### config.mk
export PLATFORM = sky130hd
export DESIGN_NAME = rtc_bcd_timer
export DESIGN_NICKNAME = d
export VERILOG_FILES = /design/src/rtl/rtc_bcd_timer.sv
export SDC_FILE = /design/constraint.sdc
export NUM_CORES = 1
export LEC_CHECK = 0
export CORE_AREA = 2 2 115 117
export CTS_BUF_LIST = sky130_fd_sc_hd__clkbuf_2 sky130_fd_sc_hd__clkbuf_4 sky130_fd_sc_hd__clkbuf_8
export DETAILED_ROUTE_END_ITERATION = 16
export DIE_AREA = 0 0 117 119
export PLACE_DENSITY = 0.91
export RECOVER_POWER = 50
export SYNTH_ARGS = -nofsm -noshare
export SYNTH_HDL_FRONTEND = slang
export SYNTH_SLANG_ARGS = --single-unit
### constraint.sdc
create_clock -name clk -period 4.3 [get_ports clk]
set_clock_uncertainty 0.1 [all_clocks]
set_input_delay 1.075 -clock clk [delete_from_list [all_inputs] [get_ports clk]]
set_output_delay 1.075 -clock clk [all_outputs]
set_load 0.1 [all_outputs]
### src/rtl/rtc_bcd_timer.sv
// BCD timer/stopwatch core. Four two-digit BCD fields (hundredths, seconds, minutes, hours)
// with run/pause, up/down counting, validated per-field load, lap freeze and a parametrised hour modulus.
module rtc_bcd_timer #(
  parameter int CLK_DIV  = 500000,
  parameter int HOUR_MOD = 24
) (
  input  logic       clk,
  input  logic       clr,
  input  logic       run,
  input  logic       dir,
  input  logic       lap,
  input  logic       load,
  input  logic [1:0] load_sel,
  input  logic [7:0] load_val,
  output logic [7:0] cs_bcd,
  output logic [7:0] sec_bcd,
  output logic [7:0] min_bcd,
  output logic [7:0] hr_bcd,
  output logic       tick,
  output logic       frozen,
  output logic       done,
  output logic       load_err
);

  localparam int             PW       = (CLK_DIV > 2) ? $clog2(CLK_DIV) : 1;
  localparam logic [PW-1:0]  PRE_LAST = PW'(CLK_DIV - 1);
  localparam logic [7:0]     HR_LIM   = {4'((HOUR_MOD - 1) / 10), 4'((HOUR_MOD - 1) % 10)};
  localparam logic [7:0]     CS_LIM   = 8'h99;
  localparam logic [7:0]     MS_LIM   = 8'h59;

  // Returns {carry, next}: increment with wrap to 00 at the field limit.
  function automatic logic [8:0] bcd_up(input logic [7:0] v, input logic [7:0] lim);
    if (v == lim)              return 9'h100;
    else if (v[3:0] == 4'd9)   return {1'b0, v[7:4] + 4'd1, 4'd0};
    else                       return {1'b0, v[7:4], v[3:0] + 4'd1};
  endfunction

  // Returns {borrow, next}: decrement with wrap from 00 to the field limit.
  function automatic logic [8:0] bcd_dn(input logic [7:0] v, input logic [7:0] lim);
    if (v == 8'h00)            return {1'b1, lim};
    else if (v[3:0] == 4'd0)   return {1'b0, v[7:4] - 4'd1, 4'd9};
    else                       return {1'b0, v[7:4], v[3:0] - 4'd1};
  endfunction

  logic [PW-1:0] presc, presc_n;
  logic [7:0]    cs, sec, mn, hr;
  logic [7:0]    cs_n, sec_n, mn_n, hr_n;
  logic [7:0]    s_cs, s_sec, s_mn, s_hr;
  logic [7:0]    s_cs_n, s_sec_n, s_mn_n, s_hr_n;
  logic          frozen_n, tick_n, done_n, err_n;
  logic [7:0]    load_lim;
  logic          load_ok, accept, all_zero;
  logic [8:0]    u_cs, u_sec, u_mn, u_hr;
  logic [8:0]    d_cs, d_sec, d_mn, d_hr;

  always_comb begin
    // NOTE: every signal driven here gets a default first so no latch is inferred.
    presc_n  = presc;
    cs_n     = cs;
    sec_n    = sec;
    mn_n     = mn;
    hr_n     = hr;
    s_cs_n   = s_cs;
    s_sec_n  = s_sec;
    s_mn_n   = s_mn;
    s_hr_n   = s_hr;
    frozen_n = frozen;
    done_n   = 1'b0;

    case (load_sel)
      2'd0:    load_lim = CS_LIM;
      2'd1:    load_lim = MS_LIM;
      2'd2:    load_lim = MS_LIM;
      default: load_lim = HR_LIM;
    endcase
    load_ok  = (load_val[7:4] <= 4'd9) && (load_val[3:0] <= 4'd9) && (load_val <= load_lim);
    accept   = load && load_ok;
    err_n    = load && !load_ok;
    all_zero = ({cs, sec, mn, hr} == 32'h0);

    u_cs  = bcd_up(cs,  CS_LIM);
    u_sec = bcd_up(sec, MS_LIM);
    u_mn  = bcd_up(mn,  MS_LIM);
    u_hr  = bcd_up(hr,  HR_LIM);
    d_cs  = bcd_dn(cs,  CS_LIM);
    d_sec = bcd_dn(sec, MS_LIM);
    d_mn  = bcd_dn(mn,  MS_LIM);
    d_hr  = bcd_dn(hr,  HR_LIM);

    // tick is the registered terminal-count flag for the current cycle.
    if (accept || tick) presc_n = '0;
    else if (run)       presc_n = presc + 1'b1;

    if (accept) begin
      case (load_sel)
        2'd0:    cs_n  = load_val;
        2'd1:    sec_n = load_val;
        2'd2:    mn_n  = load_val;
        default: hr_n  = load_val;
      endcase
    end else if (tick && !dir) begin
      cs_n = u_cs[7:0];
      if (u_cs[8])                       sec_n = u_sec[7:0];
      if (u_cs[8] && u_sec[8])           mn_n  = u_mn[7:0];
      if (u_cs[8] && u_sec[8] && u_mn[8]) hr_n = u_hr[7:0];
    end else if (tick && dir && !all_zero) begin
      cs_n = d_cs[7:0];
      if (d_cs[8])                       sec_n = d_sec[7:0];
      if (d_cs[8] && d_sec[8])           mn_n  = d_mn[7:0];
      if (d_cs[8] && d_sec[8] && d_mn[8]) hr_n = d_hr[7:0];
      done_n = ({cs_n, sec_n, mn_n, hr_n} == 32'h0);
    end

    // The snapshot takes the pre-load live value.
    if (lap && !frozen) begin
      s_cs_n   = cs;
      s_sec_n  = sec;
      s_mn_n   = mn;
      s_hr_n   = hr;
      frozen_n = 1'b1;
    end else if (lap) begin
      frozen_n = 1'b0;
    end

    tick_n = (presc_n == PRE_LAST);
  end

  always_ff @(posedge clk) begin
    if (clr) begin
      presc    <= '0;
      cs       <= '0;
      sec      <= '0;
      mn       <= '0;
      hr       <= '0;
      s_cs     <= '0;
      s_sec    <= '0;
      s_mn     <= '0;
      s_hr     <= '0;
      frozen   <= 1'b0;
      tick     <= 1'b0;
      done     <= 1'b0;
      load_err <= 1'b0;
      cs_bcd   <= '0;
      sec_bcd  <= '0;
      min_bcd  <= '0;
      hr_bcd   <= '0;
    end else begin
      // NOTE: non-blocking assignments so every register samples pre-edge values.
      presc    <= presc_n;
      cs       <= cs_n;
      sec      <= sec_n;
      mn       <= mn_n;
      hr       <= hr_n;
      s_cs     <= s_cs_n;
      s_sec    <= s_sec_n;
      s_mn     <= s_mn_n;
      s_hr     <= s_hr_n;
      frozen   <= frozen_n;
      tick     <= tick_n;
      done     <= done_n;
      load_err <= err_n;
      cs_bcd   <= frozen_n ? s_cs_n  : cs_n;
      sec_bcd  <= frozen_n ? s_sec_n : sec_n;
      min_bcd  <= frozen_n ? s_mn_n  : mn_n;
      hr_bcd   <= frozen_n ? s_hr_n  : hr_n;
    end
  end

endmodule

* After elaboration in Yosys (flattened, before gate mapping)
Cells that the tools add are included.
Widths: inputs -> output; s select.
** Storage, ports and cells
- Flip-flop bits (word level) :: 119
- Input port bits :: 16
- Output and inout bits :: 36
- Word-level logic and storage cells :: 140
** Cells by class
- $add $sub $neg :: 17
- Order comparisons :: 3
- Reduce and logical (&&, ||, !) cells :: 31
- Bitwise logic cells :: 1
- Mux-type cells :: 60
- Eq/ne operators :: 11
** Operators with widths (number)
- $mux 8 :: 49
- $logic_not 32->1 :: 2
- $mux 9 :: 6
- $mux 19 :: 2
- $add 4x1->4 const B :: 8
- $logic_not 8->1 :: 4
- $sub 4x1->4 const B :: 8
- $add 19x1->19 const B :: 1
- $eq 19x19->1 const B :: 1
- $eq 4x4->1 const B :: 4
- $eq 8x7->1 const B :: 2
- $logic_not 4->1 :: 4
- $pmux 8 s2 :: 1
- $logic_and 1x1->1 :: 12
- $eq 8x6->1 const B :: 1
- $eq 8x8->1 const B :: 1
- $le 4x4->1 const B :: 2
- $le 8x8->1 :: 1
- $logic_not 1->1 :: 4
- $reduce_or 4->1 :: 1
- $reduce_or 3->1 :: 1
- $eq 2x1->1 const B :: 1
- $eq 2x2->1 const B :: 1
- $logic_not 2->1 :: 1
- 4 further kinds :: 5

* Longest topological paths before layout
Gate-level depths: netlist of the first run.
- Word-level depth :: 13
- Depth in mapped cells :: 14
- Depth with buffers taken out :: 11

* Worst setup path before layout of the first run
No wires, ideal clock.
- Path type :: input -> register
- Start :: in load_sel[0]
- End :: reg sec_bcd[0]
- Data required time :: 4084 ps
- Arrival time :: 3671 ps
- Stages on the path :: 12
- Slack :: 413 ps
- Setup time :: 116 ps
- Path buffers :: 3
- Cells stage by stage :: inv_1 > ha_1 > clkbuf_1 > inv_1 > ha_1 > nand4_1 > a311o_1 > o221ai_1 > clkbuf_1 > clkbuf_1 > o311ai_0 > a31o_2
** Between the ends
- Cells in the longest elaborated chain, start to end :: 8
- Elaborated cells between the ends (all ways) :: 11
- Those cells by class :: 1 x order compare; 2 x eq/ne; 4 x mux; 4 x reduce/logical
** Ends and longest elaborated chain
- start: declaration :: RTL line 13 : input logic [1:0] load_sel,
- $eq 2x2->1 or $eq 2x1->1 (tied branches) :: RTL line 70, 95
- $reduce_or 2->1 (no source line)
- $pmux 8 s2 :: RTL line 70 : case (load_sel)
- $le 8x8->1 :: RTL line 76 : load_ok = (load_val[7:4] <= 4'd9) && (load_val[3:0] <= 4'd9) && (load_val <= load_lim);
- $logic_and 1x1->1 :: RTL line 76
- $logic_and 1x1->1 :: RTL line 77 : accept = load && load_ok;
- $mux 8 * :: RTL line 94 : if (accept) begin
- $mux 8 * :: RTL line 163 : sec_bcd <= frozen_n ? s_sec_n : sec_n;
- end signal: assignment :: RTL line 163
- end: declaration :: RTL line 16 : output logic [7:0] sec_bcd,
Mark *: on every way between the ends. The rest lies on a longest branch, timed or not.
A chain may end at the register's enable or synchronous reset.

* Worst setup path after layout of the first run
- Start :: in load_sel[0]
- End :: reg min_bcd[3]
** Between the ends
- Cells in the longest elaborated chain, start to end :: 8
- Elaborated cells between the ends (all ways) :: 11
- Those cells by class :: 1 x order compare; 2 x eq/ne; 4 x mux; 4 x reduce/logical
** Ends and longest elaborated chain
- $eq 2x2->1 or $eq 2x1->1 (tied branches) :: RTL line 70, 95
- $reduce_or 2->1 (no source line)
- $pmux 8 s2 :: RTL line 70
- $le 8x8->1 :: RTL line 76
- $logic_and 1x1->1 :: RTL line 76
- $logic_and 1x1->1 :: RTL line 77
- $mux 8 * :: RTL line 94
- $mux 8 * :: RTL line 164 : min_bcd <= frozen_n ? s_mn_n : mn_n;
- end signal: assignment :: RTL line 164
- end: declaration :: RTL line 17 : output logic [7:0] min_bcd,
Marks and branches as above.

==> results.yml, run 1 <==
synth:
  synth_flop_cell: "sky130_fd_sc_hd__dfxtp_1"
  ys_top_cells_by_area: "sky130_fd_sc_hd__dfxtp_1 (31%), sky130_fd_sc_hd__mux2i_1 (6.1%), sky130_fd_sc_hd__nor2_1 (6.0%)"
  synth_cells: 967
  syn_area_um2: 7670
  yosysTopAreaCellShare: 0.311
  synth_enable_flop_cells: 0
  synth.avg_cell_area_um2: 7.93
  synth_fp_nets: 1019
  synth_cell_types: 82
  ys_seq_area_frac: 0.311
  async_reset_ff_frac: 0
  synth.ff_latch_count: 119
  ys.warnings.count: 0
  yosysTopAreaCell: "sky130_fd_sc_hd__dfxtp_1"
critical_path:
  cp_max_fo: 31
  crit_slowest_cell: "sky130_fd_sc_hd__dlygate4sd3_1"
  rr_startpoint: "cs[1]"
  required_time_worst_endpoint_ns: 4.52
  crit_chain: "dlygate4sd3_1, inv_1, ha_1, inv_1, ha_1, nand4_1, a311o_1, o221a_2, buf_12, or4_1, o21ai_2, a21boi_1"
  worstSetupPathType: "in2reg"
  slowest_delay_ns: 0.60
  r2r_cells: 10
  data_arrival_time_of_the_critical_path_ns: 4.15
  end_kind: "flop"
  worst_setup_path_start_kind: "primary input"
  setup.reg_to_reg.worst_slack_ns: 0.58
  r2r-end: "cs_bcd[5]"
drt:
  drtPass1Iterations: 5
  num_vias: 7766
  ant_nets: 0
  wirelength_um: 23800
  routedWlPerCell_um: 20.0
  drt_iter0_markers: 870
  route.detailed.drc: 0
  route.detailed.vias_per_inst: 6.54
grt:
  grt_pass1_wl_um: 38200
  grt_pass1_vias: 7319
  grt.overflow.total: 0
  gr_met1_demand_resource: 0.457
  grt.total_usage: 0.352
  globalRoute.busiestLayer: "met2"
  met2_usage: 0.535
  grt_util_met3: 0.0870
  antenna_found_initial: 0
  pin_count_of_the_biggest_net_entering_global_routing: 62
placement:
  place.gp.congestion: 1.04
  dpl_worst_slack_ns: 0.00411
  placed_cells_incl_taps: 1155
  dp.final_hpwl_um: 16700
  port-buffer-count: 51
layout:
  final_net_count: 1050
  mostFrequentLayoutCell: "sky130_fd_sc_hd__nor2_1"
  area.growth.synth_to_final_pct: 16.0
  largest_register_ffs: 19
  mostFrequentLayoutCells: "sky130_fd_sc_hd__nor2_1 (123), sky130_fd_sc_hd__dfxtp_1 (119), sky130_fd_sc_hd__nand2_1 (68), sky130_fd_sc_hd__a21oi_1 (56), sky130_fd_sc_hd__mux2i_1 (47)"
  finalCoreUtilization: 0.691
  final-instance-count-excl-fill: 1187
  top_register: "presc"
  n_antenna_cell: 0
  post_route_cells_drive_above_1_share: 0.0999
sta:
  slew_violations: 0
  worst_pin_slew_ns: 1.22
  fmax_ghz: 0.254
  final_hold_viol_count: 0
  timing.final.ws_setup_ns: 0.364
  final_min_period_over_clock_period: 0.915
  finalSetupViolCount: 0
  finalCriticalPeriod_ns: 3.94
  finalHoldWorstSlack_ns: 0.388
  timing.setup.tns_ns: 0
  grt_setup_unrepaired: "false"
  slew_headroom: 0.192
die:
  num_rows: 42
  ioPinCount: 52
  floorplan.die.width_um: 117
  die_y_um: 119
  core-area_um2: 12900
  design.die.area_um2: 13900
  initial_core_util: 0.596
power_and_ir_drop:
  vdd.ir_drop.worst_mv: 0.335
  power_density_nw_per_um2: 380
  power.leakage_nw: 3.47
clock_tree:
  clock-sinks: 119
  clock_latency_ns: 0.46
  cts-buffers-inserted: 17
  cts_tree: "built"
  root_buffer: "sky130_fd_sc_hd__clkbuf_8"
  clkTransAtPathRegs_ns: 0.07
  cts.repair_timing.setup_buffer_count: 0
  clockBufferDepth: 2
  ctsResizeCount: 0
  htree_num_levels: 4
  cts_hold_buf: 0
hold_path:
  min_from: "s_mn[7]"
  holdPathEnd: "s_mn[7]"
  hold-path-cell-count: 2
  hold_class: "reg2reg"
job:
  maxCapViolCount: 0
outcome:
  outcome: "finished, final reports clean"
[Yosys cell counts (all sizes together), types with 8 or more instances]
library cell / count
and2: 11
clkbuf: 59
and3: 12
inv: 39
nand3: 32
xnor2: 11
o211ai: 13
o31ai: 10
nor4: 12
o21ai: 38
a21boi: 18
a31oi: 11
dfxtp: 119
nor3b: 11
nor3: 33
a211oi: 18
xor2: 12
mux2i: 47
buf: 20
a21oi: 56
nand4: 22
ha: 36
nand2: 68
nor2: 123
or4: 8
and3b: 8
[cells by family (layout without fill, tap and decap cells)]
| group | after synthesis | count (layout) | share of synthesized area |
|---|---|---|---|
| AOI/OAI and AO/OA | 244 | 244 | 0.220 |
| xor gates and xnor gates | 23 | 23 | 0.0263 |
| adders and majority gates | 36 | 36 | 0.0587 |
| buffers and inverters | 118 | 162 | 0.0614 |
| DFF | 119 | 119 | 0.311 |
| muxes | 52 | 52 | 0.0687 |
| and+or+nand+nor | 375 | 375 | 0.255 |
[worst max-delay path: cells and delay by family]
family	cells	cell delay, ns
buffers and inverters	4	0.91
adders and majority gates	2	0.57
and+or+nand+nor	2	0.70
AOI/OAI and AO/OA	4	0.88
[layer usage]
metal  vias up  wire length, um
met5         -                0
met4         0             1090
met3        94             2410
met2       469            10900
met1      3616             9370
li1       3587                -
[layout make-up]
type | count | area [um2]
clock buffers | 24 | 312
clock inverters | 8 | 190
fillers | 1077 | 3980
inverters | 39 | 146
multi-input cells | 730 | 4820
flip-flops and latches | 119 | 2380
well taps | 176 | 220
repair buffers | 91 | 821
[metrics by stage]
stage	instance area, um2	power, mW
2_1_floorplan	7670	1.87
5_1_grt	8890	3.49
3_3_place_gp	8400	2.10
3_5_place_dp	8400	2.11
4_1_cts	8900	3.38
6_report	8890	3.37
[worst max-delay path by stage]
stage | from | slack, ns | end
after floorplan | load_sel[0] | 0.41 | sec_bcd[0]
after global placement | load_sel[0] | 0.10 | min_bcd[3]
after detailed placement | load_sel[0] | 0.004 | min_bcd[2]
after CTS | load_sel[0] | 0.48 | min_bcd[2]
after global routing | load_sel[0] | 0.16 | hr_bcd[4]
final | load_sel[0] | 0.36 | min_bcd[3]
[power breakdown]
group	leakage, nW	total, mW	switching (mW)	internal [mW]
clock network	0.257	1.28	0.449	0.828
registers	0.967	1.21	0.0547	1.16
logic	2.25	0.887	0.620	0.268
total	3.47	3.37	1.12	2.25
Note: power is estimated with default switching activity, not from simulation.
==> inputs of run 2 (changes only) <==
--- a/config.mk
+++ b/config.mk
@@ -5,11 +5,11 @@
 export SDC_FILE = /design/constraint.sdc
 export NUM_CORES = 1
 export LEC_CHECK = 0
-export CORE_AREA = 2 2 115 117
+export CORE_AREA = 2 2 134 123
 export CTS_BUF_LIST = sky130_fd_sc_hd__clkbuf_2 sky130_fd_sc_hd__clkbuf_4 sky130_fd_sc_hd__clkbuf_8
 export DETAILED_ROUTE_END_ITERATION = 16
-export DIE_AREA = 0 0 117 119
-export PLACE_DENSITY = 0.91
+export DIE_AREA = 0 0 136 125
+export PLACE_DENSITY = 0.77
 export RECOVER_POWER = 50
 export SYNTH_ARGS = -nofsm -noshare
 export SYNTH_HDL_FRONTEND = slang
==> results.yml, run 2 (synthesis results as in run 1) <==
outcome:
  outcome: "finished, final reports clean"
power_and_ir_drop:
  seq_power_share: 0.373
  cellInternalPower_mw: 2.09
  vdd.ir_drop.worst_mv: 0.297
  power_density_nw_per_um2: 365
  clkPwrFrac: 0.356
  netSwitchingFraction: 0.355
  total_switching_power_mw: 1.15
  finalPower_mw: 3.24
  power.leakage_nw: 3.44
  share_comb_of_total_power: 0.271
layout:
  n_fill_cell: 1497
  seq_area_um2: 2380
  final_net_count: 1051
  area.growth.synth_to_final_pct: 15.8
  top_register: "presc"
  mostFrequentLayoutCell: "sky130_fd_sc_hd__nor2_1"
  multi_input_comb_area_um2: 4820
  postLayoutCellArea_um2: 8880
  post_route_cells_drive_above_1_share: 0.101
  n_antenna_cell: 0
  largest_register_ffs: 19
  mostFrequentLayoutCells: "sky130_fd_sc_hd__nor2_1 (123), sky130_fd_sc_hd__dfxtp_1 (119), sky130_fd_sc_hd__nand2_1 (68), sky130_fd_sc_hd__a21oi_1 (56), sky130_fd_sc_hd__mux2i_1 (47)"
critical_path:
  end_kind: "flop"
  slowest_delay_ns: 0.59
  crit_slowest_cell: "sky130_fd_sc_hd__dlygate4sd3_1"
  worstSetupPathType: "in2reg"
  crit_chain: "dlygate4sd3_1, inv_1, ha_1, inv_1, ha_1, nand4_1, a311o_1, o221ai_2, buf_4, o41ai_1, a211o_1, a31oi_1, nor2_1"
  required_time_worst_endpoint_ns: 4.52
  data_arrival_time_of_the_critical_path_ns: 4.11
  worst_setup_path_start_kind: "primary input"
  cp_max_fo: 10
clock_tree:
  ctsResizeCount: 0
  cts-buffers-inserted: 17
  root_buffer: "sky130_fd_sc_hd__clkbuf_8"
  cts_hold_buf: 0
  clock-sinks: 119
  clock_latency_ns: 0.47
  cts_tree: "built"
  cts.repair_timing.setup_buffer_count: 0
  clockBufferDepth: 2
  clkTransAtPathRegs_ns: 0.07
  htree_num_levels: 4
sta:
  final_min_period_over_clock_period: 0.905
  finalHoldWorstSlack_ns: 0.389
  slew_headroom: 0.231
  final_hold_viol_count: 0
  timing.setup.tns_ns: 0
  grt_setup_unrepaired: "false"
  finalCriticalPeriod_ns: 3.89
  fmax_ghz: 0.257
  finalSetupViolCount: 0
  worst_pin_slew_ns: 1.16
  slew_violations: 0
drt:
  routedWlPerCell_um: 19.0
  route.detailed.drc: 0
  route.detailed.vias_per_inst: 6.25
  drtPass1Iterations: 6
  ant_nets: 0
  wirelength_um: 23200
  drt_iter0_markers: 723
  num_vias: 7614
die:
  num_rows: 44
  floorplan.die.width_um: 136
  initial_core_util: 0.487
  core-area_um2: 15700
  ioPinCount: 52
  die_y_um: 125
  design.die.area_um2: 17000
job:
  maxCapViolCount: 0
grt:
  gr_met1_demand_resource: 0.376
  grt_util_met3: 0.0612
  antenna_found_initial: 0
  grt.overflow.total: 0
  globalRoute.busiestLayer: "met2"
  met2_usage: 0.419
  pin_count_of_the_biggest_net_entering_global_routing: 85
  grt.total_usage: 0.278
  grt_pass1_wl_um: 37300
  grt_pass1_vias: 7057
hold_path:
  hold_class: "reg2reg"
placement:
  port-buffer-count: 51
  place.gp.congestion: 0.996
  detailed_place.area_um2: 8450
  dp.final_hpwl_um: 16500
-- run 2: changes by cell type in the layout (fill, tap and decap cells not counted) --
cell,change
sky130_fd_sc_hd__clkinvlp_4,+3
sky130_fd_sc_hd__bufinv_16,-2
sky130_fd_sc_hd__clkbuf_4,-2
sky130_fd_sc_hd__clkbuf_8,-2
sky130_fd_sc_hd__clkinv_4,+2
sky130_fd_sc_hd__buf_4,+1
sky130_fd_sc_hd__clkinv_2,+1
-- run 2: worst paths after layout --
check	to	slack (ns)	startpoint	depth (start not counted)
setup / recovery	sec_bcd[7]	0.41	load_sel[1]	13
hold / removal	s_mn[5]	0.39	s_mn[5]	2
setup reg to reg	cs_bcd[5]	0.59	sec[0]	10
hold reg to reg	s_mn[5]	0.39	s_mn[5]	2
-- run 2: power groups by stage --
| stage | clock, mW | combinational, mW | sequential [mW] |
|---|---|---|---|
| final | 1.15 | 0.878 | 1.21 |
| after global routing | 1.21 | 0.935 | 1.22 |
| after CTS | 1.16 | 0.877 | 1.21 |
| after detailed placement | 0 | 0.873 | 1.23 |
| after global placement | 0 | 0.868 | 1.23 |
| after floorplan | 0 | 0.453 | 1.42 |
-- run 2: stage by stage --
stage	setup WS, ns	instances	utilization
after floorplan	0.413	967	-
after global placement	0.0932	1187	0.536
after detailed placement	0.0272	1187	0.536
after CTS	0.526	1219	0.565
after global routing	0.194	1219	0.564
final	0.407	1219	0.564
-- run 2: final cells by class --
type                            count  area share
Clock buffer                       20      0.0303
Clock inverter                     12      0.0197
Inverter                           39      0.0165
Multi-Input combinational cell    730       0.543
Sequential cell                   119       0.268
Tap cell                          207      0.0292
Timing Repair Buffer               92      0.0933
-- run 2: critical path: cells and delay by family --
kind | cells | cell delay [ns]
adders and majority gates | 2 | 0.57
and+or+nand+nor | 2 | 0.19
AOI/OAI and AO/OA | 5 | 1.30
buffers and inverters | 4 | 0.97
-- run 2: routing by layer --
metal | share of wire | vias up
met5 | 0 | -
met3 | 0.080 | 75
met1 | 0.43 | 3592
li1 | - | 3593
met4 | 0.036 | 0
met2 | 0.45 | 354
==> inputs of run 3 (changes only) <==
--- a/config.mk
+++ b/config.mk
@@ -9,6 +9,7 @@
 export CTS_BUF_LIST = sky130_fd_sc_hd__clkbuf_2 sky130_fd_sc_hd__clkbuf_4 sky130_fd_sc_hd__clkbuf_8
 export DETAILED_ROUTE_END_ITERATION = 16
 export DIE_AREA = 0 0 136 125
+export GPL_TIMING_DRIVEN = 0
 export PLACE_DENSITY = 0.77
 export RECOVER_POWER = 50
 export SYNTH_ARGS = -nofsm -noshare
==> results.yml, run 3 (synthesis results as in run 1) <==
layout:
  area.growth.synth_to_final_pct: 15.8
  mostFrequentLayoutCells: "sky130_fd_sc_hd__nor2_1 (123), sky130_fd_sc_hd__dfxtp_1 (119), sky130_fd_sc_hd__nand2_1 (68), sky130_fd_sc_hd__clkbuf_1 (56), sky130_fd_sc_hd__a21oi_1 (56)"
  n_fill_cell: 1467
  postLayoutCellArea_um2: 8880
  final_net_count: 1086
  largest_register_ffs: 19
  mostFrequentLayoutCell: "sky130_fd_sc_hd__nor2_1"
  top_register: "presc"
  finalCoreUtilization: 0.564
  post_route_cells_drive_above_1_share: 0.0850
  final-instance-count-excl-fill: 1255
sta:
  final_hold_viol_count: 0
  fmax_ghz: 0.241
  worst_pin_slew_ns: 1.07
  finalSetupViolCount: 0
  slew_violations: 0
  slew_headroom: 0.289
  final_min_period_over_clock_period: 0.964
  timing.final.ws_setup_ns: 0.153
  grt_setup_unrepaired: "false"
  finalCriticalPeriod_ns: 4.15
placement:
  port-buffer-count: 47
  detailed_place.area_um2: 8400
  dp.final_hpwl_um: 18800
  dpl_worst_slack_ns: -1.26
  place.gp.congestion: 1.02
  placed_cells_incl_taps: 1221
hold_path:
  min_from: "s_sec[2]"
  hold_class: "reg2reg"
  holdPathEnd: "s_sec[2]"
  hold-path-cell-count: 2
drt:
  wirelength_um: 26300
  route.detailed.vias_per_inst: 6.45
  ant_nets: 0
  drt_iter0_markers: 1168
  routedWlPerCell_um: 21.0
  num_vias: 8090
  route.detailed.drc: 0
  drtPass1Iterations: 6
grt:
  antenna_found_initial: 0
  grt.overflow.total: 0
  pin_count_of_the_biggest_net_entering_global_routing: 17
  grt_pass1_wl_um: 41500
  grt.total_usage: 0.316
  grt_pass1_vias: 7506
power_and_ir_drop:
  vdd.ir_drop.worst_mv: 0.356
  clkPwrFrac: 0.326
  seq_power_share: 0.375
  cellInternalPower_mw: 1.95
  total_switching_power_mw: 1.21
  power_density_nw_per_um2: 355
  finalPower_mw: 3.16
  power.leakage_nw: 3.38
  share_comb_of_total_power: 0.299
  netSwitchingFraction: 0.382
critical_path:
  crit_chain: "clkdlybuf4s50_1, ha_1, clkbuf_2, inv_1, ha_1, nand4_1, a311o_1, o221a_2, clkbuf_4, or4_1, a31oi_1, nor2_1"
  worst_path_most_repeated_cell: "sky130_fd_sc_hd__ha_1"
  crit_slowest_cell: "sky130_fd_sc_hd__or4_1"
  data_arrival_time_of_the_critical_path_ns: 4.38
  rr_startpoint: "mn[0]"
  r2r_cells: 11
  setup.reg_to_reg.worst_slack_ns: 0.48
  r2r-end: "cs_bcd[4]"
  end_kind: "flop"
  cp_max_fo: 10
  slowest_delay_ns: 0.61
  required_time_worst_endpoint_ns: 4.53
  worst_setup_path_start_kind: "primary input"
  worstSetupPathType: "in2reg"
clock_tree:
  root_buffer: "sky130_fd_sc_hd__clkbuf_8"
  clock-sinks: 119
  cts-buffers-inserted: 17
  htree_num_levels: 4
  clockBufferDepth: 2
  cts_hold_buf: 0
  clkTransAtPathRegs_ns: 0.08
  clock_latency_ns: 0.47
  cts_tree: "built"
die:
  initial_core_util: 0.487
  ioPinCount: 52
  floorplan.die.width_um: 136
  die_y_um: 125
  num_rows: 44
  design.die.area_um2: 17000
  core-area_um2: 15700
outcome:
  outcome: "finished, final reports clean"
job:
  maxCapViolCount: 0
-- run 3: cell count changes in the layout (fill, tap and decap cells not counted), moves of 3 or more --
cell / before / now
sky130_fd_sc_hd__buf_4: 38 / 5
sky130_fd_sc_hd__clkinv_4: 2 / 5
sky130_fd_sc_hd__clkbuf_2: 0 / 4
sky130_fd_sc_hd__buf_2: 1 / 8
sky130_fd_sc_hd__clkbuf_1: 2 / 56
sky130_fd_sc_hd__clkbuf_4: 1 / 4
-- run 3: area by class of cell --
type                    instances  area [um2]  share of cell area
multi-input cells             730        4860               0.547
flip-flops and latches        119        2380               0.268
repair buffers                 48         478              0.0538
plain buffers                  79         357              0.0402
well taps                     207         259              0.0292
clock buffers                  18         248              0.0279
clock inverters                14         151              0.0170
inverters                      39         146              0.0165
diodes                          1        2.50            0.000282
-- run 3: critical path: cells and delay by family --
kind	cells	cell delay, ns
buffers and inverters	4	1.11
AND/OR/NAND/NOR	3	0.84
AO/OA/AOI/OAI	3	0.84
adder cells (fa/ha/maj)	2	0.51
-- run 3: worst max-delay path by stage --
stage / from / end / slack, ns / cells after the start
2_1_floorplan: load_sel[0] / sec_bcd[0] / 0.41 / 12
3_3_place_gp: load_sel[0] / sec_bcd[0] / -1.26 / 13
3_5_place_dp: load_sel[1] / sec_bcd[0] / -1.26 / 13
4_1_cts: load_sel[1] / min_bcd[7] / 0.02 / 15
5_1_grt: load_sel[1] / hr_bcd[4] / 0.05 / 15
6_report: load_sel[1] / cs_bcd[5] / 0.15 / 12
-- run 3: stage by stage --
| stage | hold WS [ns] | setup TNS [ns] |
|---|---|---|
| after global placement | 0.365 | -64.35 |
| final | 0.388 | 0 |
| after detailed placement | 0.378 | -67.67 |
| after floorplan | 0.348 | 0 |
| after global routing | 0.411 | 0 |
| after CTS | 0.393 | 0 |
-- run 3: what timing repair did --
| action | 4_1_cts | 5_1_grt |
|---|---|---|
| cloned | 0 | 0 |
| gates resized for setup | 12 | 17 |
| setup buffers | 0 | 1 |
| pin swaps | 0 | 2 |
| setup endpoints to repair | 75 | 64 |
-- run 3: power groups by stage --
stage | Sequential [mW] | Clock, mW | Combinational, mW
floorplan | 1.42 | 0 | 0.453
global placement | 1.21 | 0 | 0.908
detailed placement | 1.21 | 0 | 0.912
CTS | 1.19 | 1.04 | 0.920
global route | 1.19 | 1.09 | 0.989
finish | 1.18 | 1.03 | 0.944
-- run 3: metal layers --
layer / vias up / GRT usage / wire length (um)
li1: 3660 / - / -
met1: 3796 / 0.419 / 10800
met2: 527 / 0.461 / 11000
met3: 107 / 0.0908 / 3150
met4: 0 / 0.171 / 1420
met5: - / 0 / 0
